### src/rtl/grid_glyph_sequencer.sv
// grid_glyph_sequencer
//   Scan-time controller for the 9x9 Sudoku grid (40x40 px cells). Tracks
//   the beam's cell and in-cell position with counters, fetches the cell's
//   digit from board RAM, drives font_provider, and merges the returned
//   colour code with the blinking cursor border and the background. de and
//   the syncs travel alongside so that timing and colour leave aligned.
//
// Ports
//   clk, rst_n               pixel clock, asynchronous active-low reset
//   pixel_x, pixel_y         beam position from the timing generator
//   de_in, hsync_in, vsync_in  active video and active-low syncs
//   cursor_row, cursor_col   cursor cell, captured once per frame
//   board_addr, board_data   board RAM read port (row*9+col; {user, digit})
//   font_digit, font_pos     request to font_provider
//   font_color               font_provider colour code
//   color_out                final colour code
//   de_out, hsync_out, vsync_out  timing delayed to match color_out

package screen;
  typedef struct packed {
    logic [5:0] line;
    logic [5:0] pixel;
  } position;
endpackage

module grid_glyph_sequencer #(
  parameter logic [9:0] GRID_X       = 10'd140,
  parameter logic [9:0] GRID_Y       = 10'd60,
  parameter int         BOARD_LAT    = 1,
  parameter int         FONT_LAT     = 2,
  parameter int         BLINK_FRAMES = 30,
  parameter logic [2:0] BG_CODE      = 3'b000,
  parameter logic [2:0] CURSOR_CODE  = 3'b100,
  parameter logic [2:0] USER_CODE    = 3'b010
) (
  input  logic           clk,
  input  logic           rst_n,
  input  logic [9:0]     pixel_x,
  input  logic [9:0]     pixel_y,
  input  logic           de_in,
  input  logic           hsync_in,
  input  logic           vsync_in,
  input  logic [3:0]     cursor_row,
  input  logic [3:0]     cursor_col,
  output logic [6:0]     board_addr,
  input  logic [4:0]     board_data,
  output logic [3:0]     font_digit,
  output screen::position font_pos,
  input  logic [2:0]     font_color,
  output logic [2:0]     color_out,
  output logic           de_out,
  output logic           hsync_out,
  output logic           vsync_out
);

  localparam int S_DATA = 1 + BOARD_LAT;
  localparam int S_FONT = S_DATA + FONT_LAT;
  localparam int FCW    = (BLINK_FRAMES > 1) ? $clog2(BLINK_FRAMES) : 1;

  typedef struct packed {
    logic       in_grid;
    logic       hit;
    logic       user;
    logic       de;
    logic       hs;
    logic       vs;
    logic [5:0] px;
    logic [5:0] ln;
  } side_t;

  localparam side_t SIDE_IDLE = '{in_grid: 1'b0, hit: 1'b0, user: 1'b0,
                                  de: 1'b0, hs: 1'b1, vs: 1'b1,
                                  px: 6'd0, ln: 6'd0};

  logic [5:0]      px_q, px_d, ln_q, ln_d;
  logic [3:0]      col_q, col_d, row_q, row_d;
  logic            in_grid_d, hit_d;
  logic            vs_prev_q, vs_prev_d, vs_fall;
  logic [3:0]      cur_row_q, cur_row_d, cur_col_q, cur_col_d;
  logic [FCW-1:0]  frame_q, frame_d;
  logic            blink_q, blink_d;
  side_t           pipe_q [0:S_FONT];
  side_t           pipe_d [0:S_FONT];
  logic [6:0]      board_addr_q, board_addr_d;
  logic [3:0]      font_digit_q, font_digit_d;
  screen::position font_pos_q, font_pos_d;
  logic [2:0]      font_color_q, font_color_d;
  logic [2:0]      color_out_q, color_out_d;
  logic            de_out_q, de_out_d, hsync_out_q, hsync_out_d;
  logic            vsync_out_q, vsync_out_d;

  function automatic logic on_border(input logic [5:0] v);
    return (v < 6'd2) || (v > 6'd37);
  endfunction

  // Stage 0: beam position counters, in-grid and cursor-hit decode.
  // Horizontal counters restart at every GRID_X crossing; vertical counters
  // only advance there, so each line moves them exactly once.
  always_comb begin
    px_d  = px_q;
    col_d = col_q;
    ln_d  = ln_q;
    row_d = row_q;
    if (pixel_x == GRID_X) begin
      px_d  = 6'd0;
      col_d = 4'd0;
      if (pixel_y == GRID_Y) begin
        ln_d  = 6'd0;
        row_d = 4'd0;
      end else if (row_q < 4'd9) begin
        if (ln_q == 6'd39) begin
          ln_d  = 6'd0;
          row_d = row_q + 4'd1;
        end else begin
          ln_d = ln_q + 6'd1;
        end
      end
    end else if (col_q < 4'd9) begin
      if (px_q == 6'd39) begin
        px_d  = 6'd0;
        col_d = col_q + 4'd1;
      end else begin
        px_d = px_q + 6'd1;
      end
    end
    in_grid_d = de_in && (col_d < 4'd9) && (row_d < 4'd9) && (pixel_x >= GRID_X);
    // Rows/cols in the grid never exceed 8, so an out-of-range cursor never matches.
    hit_d = in_grid_d && blink_q && (row_d == cur_row_q) && (col_d == cur_col_q) &&
            (on_border(px_d) || on_border(ln_d));
  end

  // Frame-rate state: cursor latch and blink advance on vsync falling edges.
  always_comb begin
    vs_prev_d = vsync_in;
    vs_fall   = vs_prev_q && !vsync_in;
    cur_row_d = cur_row_q;
    cur_col_d = cur_col_q;
    frame_d   = frame_q;
    blink_d   = blink_q;
    if (vs_fall) begin
      cur_row_d = cursor_row;
      cur_col_d = cursor_col;
      if (frame_q == FCW'(BLINK_FRAMES - 1)) begin
        frame_d = '0;
        blink_d = !blink_q;
      end else begin
        frame_d = frame_q + 1'b1;
      end
    end
  end

  // Sideband shift pipeline; the user flag joins when board data arrives.
  always_comb begin
    pipe_d[0] = '{in_grid: in_grid_d, hit: hit_d, user: 1'b0, de: de_in,
                  hs: hsync_in, vs: vsync_in, px: px_d, ln: ln_d};
    for (int i = 1; i <= S_FONT; i++) begin
      pipe_d[i] = pipe_q[i-1];
      if (i == S_DATA) pipe_d[i].user = pipe_q[i-1].in_grid & board_data[4];
    end
  end

  // Stage 1: board address from the registered cell indices.
  // Stage 1+BOARD_LAT: board data in, font request out.
  // Stage 1+BOARD_LAT+FONT_LAT: font colour captured.
  always_comb begin
    board_addr_d = pipe_q[0].in_grid ? (7'(row_q) * 7'd9 + 7'(col_q)) : board_addr_q;
    font_digit_d = pipe_q[S_DATA-1].in_grid ? board_data[3:0] : 4'd0;
    font_pos_d   = '0;
    if (pipe_q[S_DATA-1].in_grid) begin
      font_pos_d.line  = pipe_q[S_DATA-1].ln;
      font_pos_d.pixel = pipe_q[S_DATA-1].px;
    end
    font_color_d = font_color;
  end

  // Output stage: colour merge by priority, aligned timing.
  always_comb begin
    if (!pipe_q[S_FONT].de || !pipe_q[S_FONT].in_grid) color_out_d = BG_CODE;
    else if (pipe_q[S_FONT].hit)                         color_out_d = CURSOR_CODE;
    else if (pipe_q[S_FONT].user && font_color_q == 3'b001) color_out_d = USER_CODE;
    else                                                 color_out_d = font_color_q;
    de_out_d    = pipe_q[S_FONT].de;
    hsync_out_d = pipe_q[S_FONT].hs;
    vsync_out_d = pipe_q[S_FONT].vs;
  end

  always_ff @(posedge clk or negedge rst_n) begin
    if (!rst_n) begin
      px_q         <= 6'd0;
      ln_q         <= 6'd0;
      col_q        <= 4'd9;
      row_q        <= 4'd9;
      vs_prev_q    <= 1'b1;
      cur_row_q    <= 4'd0;
      cur_col_q    <= 4'd0;
      frame_q      <= '0;
      blink_q      <= 1'b1;
      for (int i = 0; i <= S_FONT; i++) pipe_q[i] <= SIDE_IDLE;
      board_addr_q <= 7'd0;
      font_digit_q <= 4'd0;
      font_pos_q   <= '0;
      font_color_q <= 3'd0;
      color_out_q  <= BG_CODE;
      de_out_q     <= 1'b0;
      hsync_out_q  <= 1'b1;
      vsync_out_q  <= 1'b1;
    end else begin
      px_q         <= px_d;
      ln_q         <= ln_d;
      col_q        <= col_d;
      row_q        <= row_d;
      vs_prev_q    <= vs_prev_d;
      cur_row_q    <= cur_row_d;
      cur_col_q    <= cur_col_d;
      frame_q      <= frame_d;
      blink_q      <= blink_d;
      for (int i = 0; i <= S_FONT; i++) pipe_q[i] <= pipe_d[i];
      board_addr_q <= board_addr_d;
      font_digit_q <= font_digit_d;
      font_pos_q   <= font_pos_d;
      font_color_q <= font_color_d;
      color_out_q  <= color_out_d;
      de_out_q     <= de_out_d;
      hsync_out_q  <= hsync_out_d;
      vsync_out_q  <= vsync_out_d;
    end
  end

  assign board_addr = board_addr_q;
  assign font_digit = font_digit_q;
  assign font_pos   = font_pos_q;
  assign color_out  = color_out_q;
  assign de_out     = de_out_q;
  assign hsync_out  = hsync_out_q;
  assign vsync_out  = vsync_out_q;

endmodule

### config.mk
export PLATFORM = sky130hd
export DESIGN_NAME = grid_glyph_sequencer
export DESIGN_NICKNAME = d
export VERILOG_FILES = /design/src/rtl/grid_glyph_sequencer.sv
export SDC_FILE = /design/constraint.sdc
export NUM_CORES = 1
export LEC_CHECK = 0
export BUFFER_PORTS_ARGS = -buffer_cell sky130_fd_sc_hd__clkbuf_2
export CORE_MARGIN = 1
export CORE_UTILIZATION = 50
export CTS_CLUSTER_SIZE = 24
export DETAILED_ROUTE_END_ITERATION = 8
export GPL_TIMING_DRIVEN = 0
export PLACE_DENSITY = 0.74
export SYNTH_ARGS = -nofsm -noshare
export SYNTH_HDL_FRONTEND = slang
export SYNTH_SLANG_ARGS = --single-unit
### constraint.sdc
create_clock -name clk -period 2.2 [get_ports clk]
set_input_delay 0.33 -clock clk [delete_from_list [all_inputs] [get_ports clk]]
set_output_delay 0.33 -clock clk [all_outputs]
set_load 0.02 [all_outputs]
==> run metrics <==
Leak 2.65 nW; Starting Density 0.525; fill cell count 624; clock sinks 106; switching share of power 0.324; yosys warns 0; Final WS setup -193 ps; CP Launch Type flop; post-synthesis sequential area ratio 0.611; reg2reg start col_q[0]$_DFF_PN1_; Routed WL 8330 um; Post-Syn Area 4380 um^2; Seq cells post-synth 106; area leader, netlist dfrtp_1; Via Count 3063; Yosys cell types 58; Die X 95.6 um; Final Net Count 519; most frequent cells in the layout 88 x dfrtp_1, 69 x clkbuf_2, 32 x nand2_1; TNS Setup -277 ps; first-pass GRT wire length 13700 um; failing checks hold timing, setup timing; status finished, violations left; final RePlAce weighted congestion 0.839; Post-synth EDFFs 0; Largest delay share family, worst path flip-flops; Congestion Overflow GR 0; met2 usage 0.345; Synth async-reset ratio 1.00; Setup WS pre-CTS -446 ps; Critical Path AT 2650 ps; FP Rows 33; clk_skew 9.04 ps; Clk network pwr share 0.233; Required @ worst endpoint 2460 ps; VDD IR max 0.436 mV; largest stage delay on the critical path 610 ps; post-route ant nets 0; normalized max-slew margin 0.564; CP Cell Sequence inv_1, ha_1, nand2b_4, a211oi_2, buf_4, xnor2_2, nor2_2, xnor2_1, nand4_1, a2111oi_4; Int Pwr 0.00354 W; Syn Area/Cell 12.4 um^2; Top Usage Layer GRT met2; CTS HTree Levels 3; fin. max-slew vios 0; min cycle time layout 2390 ps; sequential power share 0.495; Max Root-Sink Buffers 2; combinational share of power 0.273; Post-Syn Instances 352; P&R area growth vs syn 25.9%; hold_ws -1.95 ps; CP Capture Type flop; CTS Root Cell clkbuf_8; detailed placer's ending HPWL 5560 um; worst skew pair latency 370 ps; grt met1 use 0.244; Primary FF master, synth dfrtp_1; WL/cell 14.7 um; worst slew pin tran 653 ps; # IOs 70; Buffers on Ports 69; Detailed Routing Iterations Pass 1 4; vias in the first global route 3018; Reg2Reg Setup Slack -190 ps; end of the critical path pipe_d[70]$_DFF_PN0_; type of the worst setup path flop to flop; ant diodes 0; met3 usage 0.0534; Critical-path top delay cell dfstp_2; net switching power 0.00170 W; Setup-failing EPs final 2; CTS Buf Count 9; PD cells 950 nW/um^2; Crit path buffers/inverters 2; reg2reg end pipe_d[70]$_DFF_PN0_; fmax 0.418 GHz; DR vias/cell 5.39; first element of the critical path col_q[0]$_DFF_PN1_; drt drc 0; clk slew on worst S/H paths 100 ps; most common cell after layout, fill and taps aside dfrtp_1; Die Ht 95.6 um; Net Count, Synth 413; pin count of the biggest net entering global routing 60; period utilization 1.09; Placeable Area 8340 um^2; Total Routing Usage GR 0.201; top cells by area, synth dfrtp_1 51%, dfstp_2 10%, ha_1 5.4%; Overall Power 0.00524 W; final hold violations 2; die footprint 9130 um^2; initial antenna violation count 0; layout cells sized above 1 0.391; maxcap violations 0; Crit path depth 10; RSZ-0062 raised after global routing true; top-area cell type share of the netlist area 0.509; worst hold-check path type input port to asynchronous set/reset pin; CTS tree built; R2R cell count 10; Max FO, Critical Path 7; Initial DRC Count 126
==> metrics by stage <==
step	utilization	instance area [um^2]	std cells
global route	0.661	5510	568
CTS	0.651	5430	563
floorplan	-	4420	352
finish	0.661	5510	568
detailed placement	0.591	4930	527
global placement	0.587	4900	526
==> cell type report <==
cell class,count,area (um^2),area share
repair buffers,95,569,0.103
inverters,12,45.0,0.00817
plain buffers,8,46.3,0.00840
flip-flops and latches,106,2680,0.485
multi-input cells,226,1840,0.334
clock inverters,7,81.3,0.0148
well taps,105,131,0.0238
clock buffers,9,124,0.0225
==> kinds of logic after synthesis <==
kind of cell	Yosys count	share of synthesized area
AO/OA/AOI/OAI	63	0.101
multiplexers	10	0.0249
adder cells (fa/ha/maj)	20	0.0589
AND/OR/NAND/NOR	115	0.148
buffers and inverters	20	0.0206
XOR/XNOR	18	0.0360
flip-flops	106	0.611
==> power by group through the flow <==
stage / Clock (W) / Sequential (W) / Combinational (W)
floorplan: 0 / 0.00267 / 0.000732
global placement: 0 / 0.00261 / 0.00112
detailed placement: 0 / 0.00263 / 0.00116
CTS: 0.00126 / 0.00258 / 0.00139
global route: 0.00135 / 0.00264 / 0.00160
finish: 0.00122 / 0.00259 / 0.00143
==> state kept, by name (all words and copies together) (netlist names), 3 cells and up <==
register and cells:
font_digit 4, cur_row_q 4, col_q 4, cur_col_q 4, pipe_d 46, color_out 3, frame_q 5, font_pos 12
font_color_q 3, board_addr 7, row_q 4, pipe_q 3
==> how the worst min path moves through the flow <==
stage / from / slack, ps / end / depth (start not counted)
5_1_grt: vsync_in / 30 / pipe_d[66]$_DFF_PN1_ / 1
3_3_place_gp: pipe_d[15]$_DFF_PN0_ / 330 / pipe_q[15]$_DFF_PN0_ / 0
2_1_floorplan: rst_n / 30 / board_addr[0]$_DFFE_PN0P_ / 0
3_5_place_dp: pipe_d[34]$_DFF_PN0_ / 330 / pipe_d[16]$_DFF_PN0_ / 0
6_report: rst_n / -2 / color_out[0]$_DFF_PN0_ / 1
4_1_cts: rst_n / 10 / color_out[0]$_DFF_PN0_ / 1
==> layer usage <==
layer	up-vias	share of wire	routed length (um)
li1	1452	-	-
met1	1506	0.42	3530
met2	92	0.51	4210
met3	13	0.053	445
met4	0	0.017	140
met5	-	0	0
==> synthesized netlist by cell type (2+ instances only) <==
master and instances:
xnor2_1 15, clkbuf_1 5, ha_1 19, and2_1 18, or3_1 3, buf_4 2, o31ai_1 2, a21oi_1 12
dfrtp_1 89, nand2_1 32, o2111ai_1 2, nor4_1 2, a21o_1 7, nor2_1 15, o21ai_0 11, nand4b_1 2
nor2b_1 4, and3_1 2, a31oi_1 5, inv_1 12, nand4_1 5, a21boi_0 3, mux2_2 7, nand2b_1 3
nor3_1 9, dfstp_2 17, nor4_2 2, a22o_1 4, and4bb_2 2, and4_1 2, a211oi_1 2, xor2_1 3
mux2i_1 3, nand3_1 7
==> repair_timing <==
item                       in CTS  in global routing
pin swaps                      22                  8
setup endpoints to repair       4                  3
hold endpoints to repair        0                  1
resized for setup              32                  7
gates cloned                    0                  0
setup buffers                  20                  4
hold buffers                    0                  1
(Power assumes the default switching activity.)
